File: config.mk
export PLATFORM = sky130hd
export DESIGN_NAME = imem_uart_loader_flat
export DESIGN_NICKNAME = d
export VERILOG_FILES = /design/src/rtl/imem_uart_loader_pkg.sv /design/src/rtl/imem_uart_loader_if.sv /design/src/rtl/imem_uart_loader_timeout_counter.sv /design/src/rtl/imem_uart_loader.sv /design/src/flat_wrapper.sv
export SDC_FILE = /design/constraint.sdc
export NUM_CORES = 1
export LEC_CHECK = 0
export BUFFER_PORTS_ARGS = -buffer_cell sky130_fd_sc_hd__buf_4
export CAP_MARGIN = 0
export CORE_ASPECT_RATIO = 0.5
export CORE_UTILIZATION = 55
export DETAILED_ROUTE_END_ITERATION = 6
export GPL_TIMING_DRIVEN = 0
export HOLD_SLACK_MARGIN = 0.12
export PLACE_DENSITY = 0.76
export SKIP_CTS_REPAIR_TIMING = 1
export SLEW_MARGIN = 20
export SYNTH_ARGS = -nofsm -noshare
export SYNTH_HDL_FRONTEND = slang
export SYNTH_HIERARCHICAL = 1
export SYNTH_SLANG_ARGS = --single-unit
File: constraint.sdc
create_clock -name CLK -period 3.95 [get_ports CLK]
set_clock_uncertainty 0.05 [all_clocks]
set_input_delay 0 -clock CLK [delete_from_list [all_inputs] [get_ports CLK]]
set_output_delay 0 -clock CLK [all_outputs]
set_load 0.03 [all_outputs]
File: src/rtl/imem_uart_loader_pkg.sv
// Shared definitions for the instruction-memory UART loader.
// Holds the loader state encoding, default frame marker, memory depth
// and timeout, and a helper that identifies the in-frame states.
package imem_uart_loader_pkg;

   localparam int unsigned IMEM_DEPTH             = 32;
   localparam logic [7:0]  SYNC_BYTE_DEFAULT      = 8'hA5;
   localparam int unsigned TIMEOUT_CYCLES_DEFAULT = 1000000;

   typedef enum logic [2:0] {
      ST_IDLE,
      ST_LEN,
      ST_HI,
      ST_LO,
      ST_CSUM,
      ST_DONE,
      ST_ERROR
   } loader_state_t;

   // True while a frame is being received; drives busy and the idle timer.
   function automatic logic is_busy_state(input loader_state_t s);
      return (s == ST_LEN) || (s == ST_HI) || (s == ST_LO) || (s == ST_CSUM);
   endfunction

endpackage

File: src/rtl/imem_uart_loader_if.sv
// Bus between the UART receiver, the loader and the instruction memory.
//   rx_valid/rx_byte : received byte strobe and data (into the loader)
//   wr_en/wr_addr/wr_data : instruction-memory write port (from the loader)
//   load_done/load_error/busy/words_loaded : loader status (from the loader)
// master = loader side, slave = UART/memory/CPU side.
interface imem_uart_loader_if #(
   parameter int unsigned ADDR_W = 5
);

   logic              rx_valid;
   logic [7:0]        rx_byte;
   logic              wr_en;
   logic [ADDR_W-1:0] wr_addr;
   logic [15:0]       wr_data;
   logic              load_done;
   logic              load_error;
   logic              busy;
   logic [ADDR_W:0]   words_loaded;

   modport master (
      input  rx_valid, rx_byte,
      output wr_en, wr_addr, wr_data,
      output load_done, load_error, busy, words_loaded
   );

   modport slave (
      output rx_valid, rx_byte,
      input  wr_en, wr_addr, wr_data,
      input  load_done, load_error, busy, words_loaded
   );

endinterface

File: src/rtl/imem_uart_loader_timeout_counter.sv
// Idle-cycle timer for byte-stream loaders.
//   clk, rst : clock and synchronous active-high reset
//   clear    : restart counting (a byte arrived)
//   enable   : count only while enabled; held at 0 otherwise
//   expired  : TIMEOUT_CYCLES-1 idle cycles have elapsed while enabled
module loader_timeout_counter #(
   parameter int unsigned TIMEOUT_CYCLES = 1000000
)(
   input  logic clk,
   input  logic rst,
   input  logic clear,
   input  logic enable,
   output logic expired
);

   localparam int unsigned CNT_W = (TIMEOUT_CYCLES > 2) ? $clog2(TIMEOUT_CYCLES) : 1;
   localparam logic [CNT_W-1:0] LAST = CNT_W'(TIMEOUT_CYCLES - 1);

   logic [CNT_W-1:0] cnt;

   assign expired = enable && (cnt == LAST);

   // Saturates at LAST so expired stays asserted until the owner reacts.
   always_ff @(posedge clk) begin
      if (rst || clear || !enable) begin
         cnt <= '0;
      end else if (!expired) begin
         cnt <= cnt + CNT_W'(1);
      end
   end

endmodule

File: src/rtl/imem_uart_loader.sv
// Instruction-memory download sequencer.
// Parses frames of the form SYNC, LEN(1..2^ADDR_W), LEN x {hi, lo}, CSUM
// (CSUM = XOR of LEN and all data bytes) from the UART receiver and writes
// each assembled big-endian word to consecutive instruction addresses.
//   CLK, RST : clock and synchronous active-high reset
//   bus      : rx byte input, memory write port and load status outputs
module imem_uart_loader
   import imem_uart_loader_pkg::*;
#(
   parameter int unsigned ADDR_W         = $clog2(IMEM_DEPTH),
   parameter logic [7:0]  SYNC_BYTE      = SYNC_BYTE_DEFAULT,
   parameter int unsigned TIMEOUT_CYCLES = TIMEOUT_CYCLES_DEFAULT
)(
   input logic                CLK,
   input logic                RST,
   imem_uart_loader_if.master bus
);

   localparam int unsigned DEPTH = 1 << ADDR_W;

   loader_state_t state, state_n;

   logic              rx_valid;
   logic [7:0]        rx_byte;
   logic [ADDR_W:0]   len;
   logic [ADDR_W:0]   word_idx;
   logic [ADDR_W:0]   word_idx_inc;
   logic [7:0]        hi;
   logic [7:0]        csum;
   logic              in_frame;
   logic              expired;
   logic              len_ok;
   logic              last_word;
   logic              csum_ok;

   logic              wr_en_q, wr_en_n;
   logic [ADDR_W-1:0] wr_addr_q;
   logic [15:0]       wr_data_q;
   logic              done_q, done_n;
   logic              error_q, error_n;
   logic              busy_q, busy_n;
   logic [ADDR_W:0]   words_q;

   assign rx_valid     = bus.rx_valid;
   assign rx_byte      = bus.rx_byte;
   assign in_frame     = is_busy_state(state);
   assign word_idx_inc = word_idx + (ADDR_W+1)'(1);
   assign len_ok       = (rx_byte != 8'd0) && (32'(rx_byte) <= DEPTH);
   assign last_word    = (word_idx_inc >= len);
   assign csum_ok      = (rx_byte == csum);

   loader_timeout_counter #(
      .TIMEOUT_CYCLES (TIMEOUT_CYCLES)
   ) u_timeout (
      .clk     (CLK),
      .rst     (RST),
      .clear   (rx_valid),
      .enable  (in_frame),
      .expired (expired)
   );

   always_ff @(posedge CLK) begin
      if (RST) begin
         state <= ST_IDLE;
      end else begin
         state <= state_n;
      end
   end

   // Status outputs are registered from the next state so they change one
   // cycle after the deciding byte, in step with the state register.
   always_comb begin
      state_n = state;
      unique case (state)
         ST_IDLE, ST_DONE, ST_ERROR: begin
            if (rx_valid && (rx_byte == SYNC_BYTE)) state_n = ST_LEN;
         end
         ST_LEN: begin
            if (rx_valid) state_n = len_ok ? ST_HI : ST_ERROR;
         end
         ST_HI: begin
            if (rx_valid) state_n = ST_LO;
         end
         ST_LO: begin
            if (rx_valid) state_n = last_word ? ST_CSUM : ST_HI;
         end
         ST_CSUM: begin
            if (rx_valid) state_n = csum_ok ? ST_DONE : ST_ERROR;
         end
         default: state_n = ST_IDLE;
      endcase
      // A byte arriving on the expiry cycle takes precedence over the timeout.
      if (in_frame && expired && !rx_valid) state_n = ST_ERROR;

      wr_en_n = (state == ST_LO) && rx_valid;
      done_n  = (state_n == ST_DONE);
      error_n = (state_n == ST_ERROR);
      busy_n  = is_busy_state(state_n);
   end

   always_ff @(posedge CLK) begin
      if (RST) begin
         wr_en_q   <= 1'b0;
         wr_addr_q <= '0;
         wr_data_q <= '0;
         done_q    <= 1'b0;
         error_q   <= 1'b0;
         busy_q    <= 1'b0;
         words_q   <= '0;
         len       <= '0;
         word_idx  <= '0;
         hi        <= '0;
         csum      <= '0;
      end else begin
         wr_en_q <= wr_en_n;
         done_q  <= done_n;
         error_q <= error_n;
         busy_q  <= busy_n;
         if (rx_valid) begin
            unique case (state)
               ST_LEN: begin
                  len      <= rx_byte[ADDR_W:0];
                  word_idx <= '0;
                  csum     <= rx_byte;
               end
               ST_HI: begin
                  hi   <= rx_byte;
                  csum <= csum ^ rx_byte;
               end
               ST_LO: begin
                  csum      <= csum ^ rx_byte;
                  wr_addr_q <= word_idx[ADDR_W-1:0];
                  wr_data_q <= {hi, rx_byte};
                  word_idx  <= word_idx_inc;
               end
               ST_CSUM: begin
                  if (csum_ok) words_q <= len;
               end
               default: ;
            endcase
         end
      end
   end

   assign bus.wr_en        = wr_en_q;
   assign bus.wr_addr      = wr_addr_q;
   assign bus.wr_data      = wr_data_q;
   assign bus.load_done    = done_q;
   assign bus.load_error   = error_q;
   assign bus.busy         = busy_q;
   assign bus.words_loaded = words_q;

endmodule

File: src/flat_wrapper.sv
// flat-port wrapper written by rule: the top's interface ports become plain ports
module imem_uart_loader_flat import imem_uart_loader_pkg::*;
#(
   parameter int unsigned ADDR_W         = $clog2(IMEM_DEPTH),
   parameter logic [7:0]  SYNC_BYTE      = SYNC_BYTE_DEFAULT,
   parameter int unsigned TIMEOUT_CYCLES = TIMEOUT_CYCLES_DEFAULT
)
  (CLK, RST, bus_rx_valid, bus_rx_byte, bus_wr_en, bus_wr_addr, bus_wr_data, bus_load_done, bus_load_error, bus_busy, bus_words_loaded);
  imem_uart_loader_if #(.ADDR_W(ADDR_W)) bus_i ();
  input logic CLK;
  input logic RST;
  input wire logic [$bits(bus_i.rx_valid)-1:0] bus_rx_valid;
  input wire logic [$bits(bus_i.rx_byte)-1:0] bus_rx_byte;
  output wire logic [$bits(bus_i.wr_en)-1:0] bus_wr_en;
  output wire logic [$bits(bus_i.wr_addr)-1:0] bus_wr_addr;
  output wire logic [$bits(bus_i.wr_data)-1:0] bus_wr_data;
  output wire logic [$bits(bus_i.load_done)-1:0] bus_load_done;
  output wire logic [$bits(bus_i.load_error)-1:0] bus_load_error;
  output wire logic [$bits(bus_i.busy)-1:0] bus_busy;
  output wire logic [$bits(bus_i.words_loaded)-1:0] bus_words_loaded;
  assign bus_i.rx_valid = bus_rx_valid;
  assign bus_i.rx_byte = bus_rx_byte;
  assign bus_wr_en = bus_i.wr_en;
  assign bus_wr_addr = bus_i.wr_addr;
  assign bus_wr_data = bus_i.wr_data;
  assign bus_load_done = bus_i.load_done;
  assign bus_load_error = bus_i.load_error;
  assign bus_busy = bus_i.busy;
  assign bus_words_loaded = bus_i.words_loaded;
  imem_uart_loader #(.ADDR_W(ADDR_W), .SYNC_BYTE(SYNC_BYTE), .TIMEOUT_CYCLES(TIMEOUT_CYCLES)) u_core (.CLK(CLK), .RST(RST), .bus(bus_i));
endmodule
== Word level (Yosys, flattened, before mapping) ==
Cells that the tools add are included.

* Bitwise logic cells: 1
* Eq/ne operators: 15
* Reduce and logical (&&, ||, !) cells: 28
* Add/sub/neg operators: 2
* Mux-type cells: 12
* Magnitude comparators: 2

{| class="wikitable"
|+ Operator list
! kind !! count
|-
| 2-to-1 mux 3 bit || 8
|-
| adder 20 x 1 -> 20 bit (second input constant) || 1
|-
| equality test 20 bit (second input constant) || 1
|-
| equality test 3 bit (second input constant) || 6
|-
| case mux 8 bit (2 select lines) || 1
|-
| case mux 3 bit (5 select lines) || 1
|-
| equality test 3 x 2 -> 1 bit (second input constant) || 4
|-
| case mux 6 bit (2 select lines) || 1
|-
| AND reduction 2 bit || 5
|-
| equality test 8 bit || 1
|-
| equality test 8 bit (second input constant) || 1
|-
| <= comparator 8 x 6 -> 1 bit (second input constant) || 1
|-
| logical OR 1 bit || 8
|-
| nonzero test 8 bit || 1
|-
| bitwise XOR 8 bit || 1
|-
| adder 6 x 1 -> 6 bit (second input constant) || 1
|-
| equality test 3 x 1 -> 1 bit (second input constant) || 2
|-
| greater-or-equal comparator 6 bit || 1
|-
| logical AND 1 bit || 6
|-
| nonzero test 2 bit || 2
|-
| zero test 3 bit || 1
|-
| AND reduction 3 bit || 1
|-
| OR reduction 3 bit || 1
|-
| zero test 1 bit || 2
|-
| 2 further kinds || 2
|}

* Bits of input ports: 11
* Register bits: 82
* Output and inout bits: 31
* Logic and storage cells: 73

== Longest topological paths before layout ==
* Depth after elaboration: 12
* Depth in mapped cells: 13
* Gate-level depth less buffers: 11

== Cells and area by module ==
Netlist, hierarchy kept.

{| class="wikitable"
|+ Modules (own cells, without submodules)
! module !! instances !! cells each !! area each (µm²) !! sequential area each (µm²)
|-
| imem_uart_loader || 1 || 344 || 2718.9 || 1241.2
|-
| loader_timeout_counter || 1 || 110 || 1003.5 || 400.4
|}

== Least setup slack after synthesis ==
Ideal clock, no wire load.

* Kind: register to register
* Start: register u_core.state[2]
* End: register u_core.busy_q, in the netlist u_core/bus.busy
* Buffers on the path: 2
* Arrival: 2.829 ns
* Required time: 3.828 ns
* Setup time: 0.072 ns
* Stages on the path, launching flop included: 13
* Slack: 1.000 ns
* Clock period less this slack: 2.950 ns
* Path through: dfxtp_1 -> clkbuf_1 -> xnor2_1 -> nor4bb_1 -> nand4_1 -> or2_1 -> buf_6 -> inv_2 -> or4b_2 -> o211ai_1 -> a211oi_1 -> or3_1 -> mux2i_1

* Word-level cells in the longest chain between the ends: 12
* Elaborated cells between the ends (all ways): 28
* Classes of those cells: eq/ne (10); mux (7); reduce/logical (11)

{| class="wikitable"
|+ Ends and longest elaborated chain
! what !! RTL line !! text
|-
| start, declared || imem_uart_loader.sv:21 || <nowiki>loader_state_t state, state_n;</nowiki>
|-
| start signal, assigned || imem_uart_loader.sv:66 || <nowiki>state <= state_n;</nowiki>
|-
| equality test 3 x 1 -> 1 bit or equality test 3 x 2 -> 1 bit (tied branches) || imem_uart_loader_pkg.sv:22 || <nowiki>return (s == ST_LEN) || (s == ST_HI) || (s == ST_LO) || (s == ST_CSUM);</nowiki>
|-
| logical OR 1 bit (2 in a row) || imem_uart_loader_pkg.sv:22 ||
|-
| logical OR 1 bit (*) || imem_uart_loader_pkg.sv:22 ||
|-
| named net u_core.in_frame || imem_uart_loader.sv:30 || <nowiki>logic in_frame;</nowiki>
|-
| logical AND 1 bit (*) || imem_uart_loader_timeout_counter.sv:21 || <nowiki>assign expired = enable && (cnt == LAST);</nowiki>
|-
| named net u_core.expired || imem_uart_loader.sv:31 || <nowiki>logic expired;</nowiki>
|-
| logical AND 1 bit (*) (2 in a row) || imem_uart_loader.sv:93 || <nowiki>if (in_frame && expired && !rx_valid) state_n = ST_ERROR;</nowiki>
|-
| 2-to-1 mux 3 bit (*) || imem_uart_loader.sv:93 ||
|-
| equality test 3 x 1 -> 1 bit or equality test 3 x 2 -> 1 bit (tied branches) || imem_uart_loader_pkg.sv:22 ||
|-
| logical OR 1 bit (2 in a row) || imem_uart_loader_pkg.sv:22 ||
|-
| logical OR 1 bit (*) || imem_uart_loader_pkg.sv:22 ||
|-
| end signal, assigned || imem_uart_loader.sv:118 || <nowiki>busy_q <= busy_n;</nowiki>
|-
| end, declared || imem_uart_loader.sv:41 || <nowiki>logic busy_q, busy_n;</nowiki>
|}

The timed path passes the listed nets; every way through them passes the cells marked *.
A chain may end at the register's enable or synchronous reset.

== Final worst setup path ==
Same ends and word-level chain as after synthesis.

==> metrics.yaml <==
run_status:
  status: "complete, no violations"
final_layout:
  final_cells: 606
  syn_to_final_growth_pct: 21.3
  stdcell_area_mm2: 0.00452
  drive_above_1_share_pct: 14.3
  finalNetCount: 532
  n_antenna_cell: 0
clock_network:
  cts_tree: "done"
  cts_sinks: 82
  cts_root_buf: "clkbuf_16"
  cts_buffers: 9
  clkTransAtPathRegs_ns: 0.06
  cts_max_level: 3
  insertion_delay_ns: 0.34
  cts.path.max_buffers: 2
timing:
  drv_slew: 0
  setup_tns_ns: 0
  fin_crit_sh_pct: 87.4
  grt_setup_unrepaired: "no"
  worst_pin_slew_ns: 0.965
  max_freq_mhz: 290
  slew_headroom_pct: 35.5
  period_minus_slack_ns: 3.45
  timing_hold_violations_final: 0
  setup_viol: 0
yosys:
  synth_edf_count: 0
  synthArstFlopShare_pct: 0
  syn-num-nets: 473
  synth-main-ff-cell: "dfxtp_1"
  synth_seq_area_share_pct: 44.1
  avgSynthCellArea_um2: 8.20
  yosys_warnings: 6
  synth_top_area_share_pct: 44.1
  synth_cell_types: 52
  synth_common_cells: "104 x nand2_1, 82 x dfxtp_1, 45 x a21oi_1, 43 x nor2_1, 26 x xnor2_1"
  ys_top_cells_by_area: "dfxtp_1 44%, nand2_1 10%, xnor2_1 6.1%"
  synth.most_common_cell: "nand2_1"
  netlist_instances: 454
  synth_seq_cells: 82
  yosys.area.top_type: "dfxtp_1"
  synthesis.area_mm2: 0.00372
pwr:
  vdd_drop_max_mv: 0.229
  pwr_density_cell_mw_per_mm2: 474
  p_leak_nw: 1.68
critical_path:
  required_ns: 4.16
  r2r-end: "u_core/bus.busy"
  critPathKind: "flip-flop to flip-flop"
  cp-start-kind: "flip-flop"
  reg2reg_slack_ns: 0.50
  worstReg2RegStart: "u_core/state[2]"
  r2r_cells: 12
  cp_max_fo: 10
  worstPathArrival_ns: 3.66
  worst_setup_path_end_kind: "flip-flop"
hold_path:
  whs_path_depth: 2
  hold_start: "u_core/bus.wr_data[10]"
  hold_path.class: "flip-flop to flip-flop"
  holdPathEnd: "u_core/bus.wr_data[10]"
detailed_routing:
  wirelength_um: 8480
  dr.pass1.iters: 5
  drtIter0Drc: 273
  drc: 0
  drt-vias-per-instance: 5.43
  postRouteAntennaNets: 0
  vias: 3291
  routedWlPerCell_um: 14.0
flow_run:
  max-cap-violations: 0
global_route:
  track_usage_pct: 25.2
  grt_pass1_vias: 2880
  overflow: 0
  antenna_found_initial: 0
  grt_pass1_wl_um: 13700
  grt_max_degree: 14
placement:
  gp_congestion: 0.823
  dpl.hpwl_um: 5790
  placed_area_mm2: 0.00412
  place_inst: 580
  port_buffers: 38
die:
  die-area_mm2: 0.00712
  die-width_um: 118
  die_h_um: 60.2
  rows: 20
  io_pins: 42
  initial_core_util_pct: 59.0
  design.core.area_mm2: 0.00631
## worst max path at each step
stage | from | end | cells after the start
2_1_floorplan | u_core/state[2] | u_core/bus.busy | 12
3_3_place_gp | u_core/state[2] | u_core/bus.busy | 12
3_5_place_dp | u_core/state[2] | u_core/bus.busy | 12
4_1_cts | u_core/state[2] | u_core/bus.busy | 12
5_1_grt | u_core/state[2] | u_core/bus.busy | 12
6_report | u_core/state[2] | u_core/bus.busy | 12
## through the flow
stage | utilization (%) | setup WS [ns] | hold WS (ns) | total power [mW]
4_1_cts | 70.0 | 0.509 | -0.111 | 2.15
3_3_place_gp | 65.3 | 0.583 | 0.247 | 1.30
6_report | 71.6 | 0.498 | 0.402 | 2.14
2_1_floorplan | - | 1.00 | 0.0793 | 1.21
5_1_grt | 71.6 | 0.286 | 0.417 | 2.23
3_5_place_dp | 65.3 | 0.556 | 0.253 | 1.31
## registers in the layout, indices dropped and copies added, names as in the netlist
name / cells
u_core/bus.busy: 1
u_core/bus.words_loaded: 6
u_core/hi: 8
u_core/len: 6
u_core/bus.wr_en: 1
u_core/bus.load_done: 1
u_core/bus.wr_addr: 5
u_core/state: 3
u_core/word_idx: 6
u_core/csum: 8
u_core/bus.load_error: 1
u_core/u_timeout/cnt: 20
u_core/bus.wr_data: 16
## critical path: stages, from the launching register on
cell and delay (ns):
dfxtp_1 0.42, clkbuf_1 0.38, xnor2_1 0.25, nor4bb_1 0.32, nand4_1 0.21, or2_1 0.27
buf_6 0.14, inv_2 0.08, or4b_2 0.58, o211ai_1 0.11, a211oi_1 0.09, or3_1 0.32
mux2i_1 0.15
## cell type report
cell class | count | area (um2)
Clock buffer | 12 | 246
Timing Repair Buffer | 48 | 385
Fill cell | 549 | 1790
Inverter | 10 | 37.5
Buffer | 22 | 95.1
Clock inverter | 4 | 51.3
Sequential cell | 82 | 1640
Multi-Input combinational cell | 340 | 1950
Tap cell | 88 | 110
## logic make-up after synthesis
family / share of synthesized area [%]
fa+ha+maj: 2.69
simple gates: 28.6
compound gates: 13.2
xor+xnor: 7.06
mux: 0.807
buf+inv: 3.56
flops: 44.1
## layer usage
layer | global-route usage, % | routed length [um] | vias to the layer above
li1 | - | - | 1673
met1 | 32.9 | 4160 | 1540
met2 | 38.9 | 3760 | 70
met3 | 8.30 | 482 | 8
met4 | 10.1 | 76 | 0
met5 | 0 | 0 | -
## placed cells by master, fill, tap and decap left out, types with 3 or more instances in the layout
master | synthesis | final
buf_4 | 0 | 38
nor3b_1 | 3 | 3
buf_2 | 3 | 3
mux2i_1 | 3 | 3
a22o_1 | 4 | 4
dfxtp_1 | 82 | 82
xnor2_1 | 26 | 26
o21ai_1 | 3 | 3
nand4_1 | 7 | 7
o21ai_0 | 7 | 7
nor3_1 | 10 | 10
clkbuf_16 | 0 | 9
clkbuf_1 | 17 | 19
and3_1 | 6 | 6
xor2_1 | 4 | 4
a31oi_1 | 9 | 9
nand3_1 | 9 | 9
ha_1 | 8 | 8
nand2b_1 | 3 | 3
dlygate4sd3_1 | 0 | 10
a21oi_1 | 45 | 45
or3_1 | 4 | 4
inv_1 | 9 | 9
a41o_1 | 3 | 3
nor2_1 | 43 | 43
nand2_1 | 104 | 104
## where the power goes
part           switching [mW]  total, mW  internal (mW)
registers              0.0291      0.901          0.872
logic                   0.251      0.408          0.156
clock network           0.326      0.833          0.507
Power figures use the tool's default switching activity.
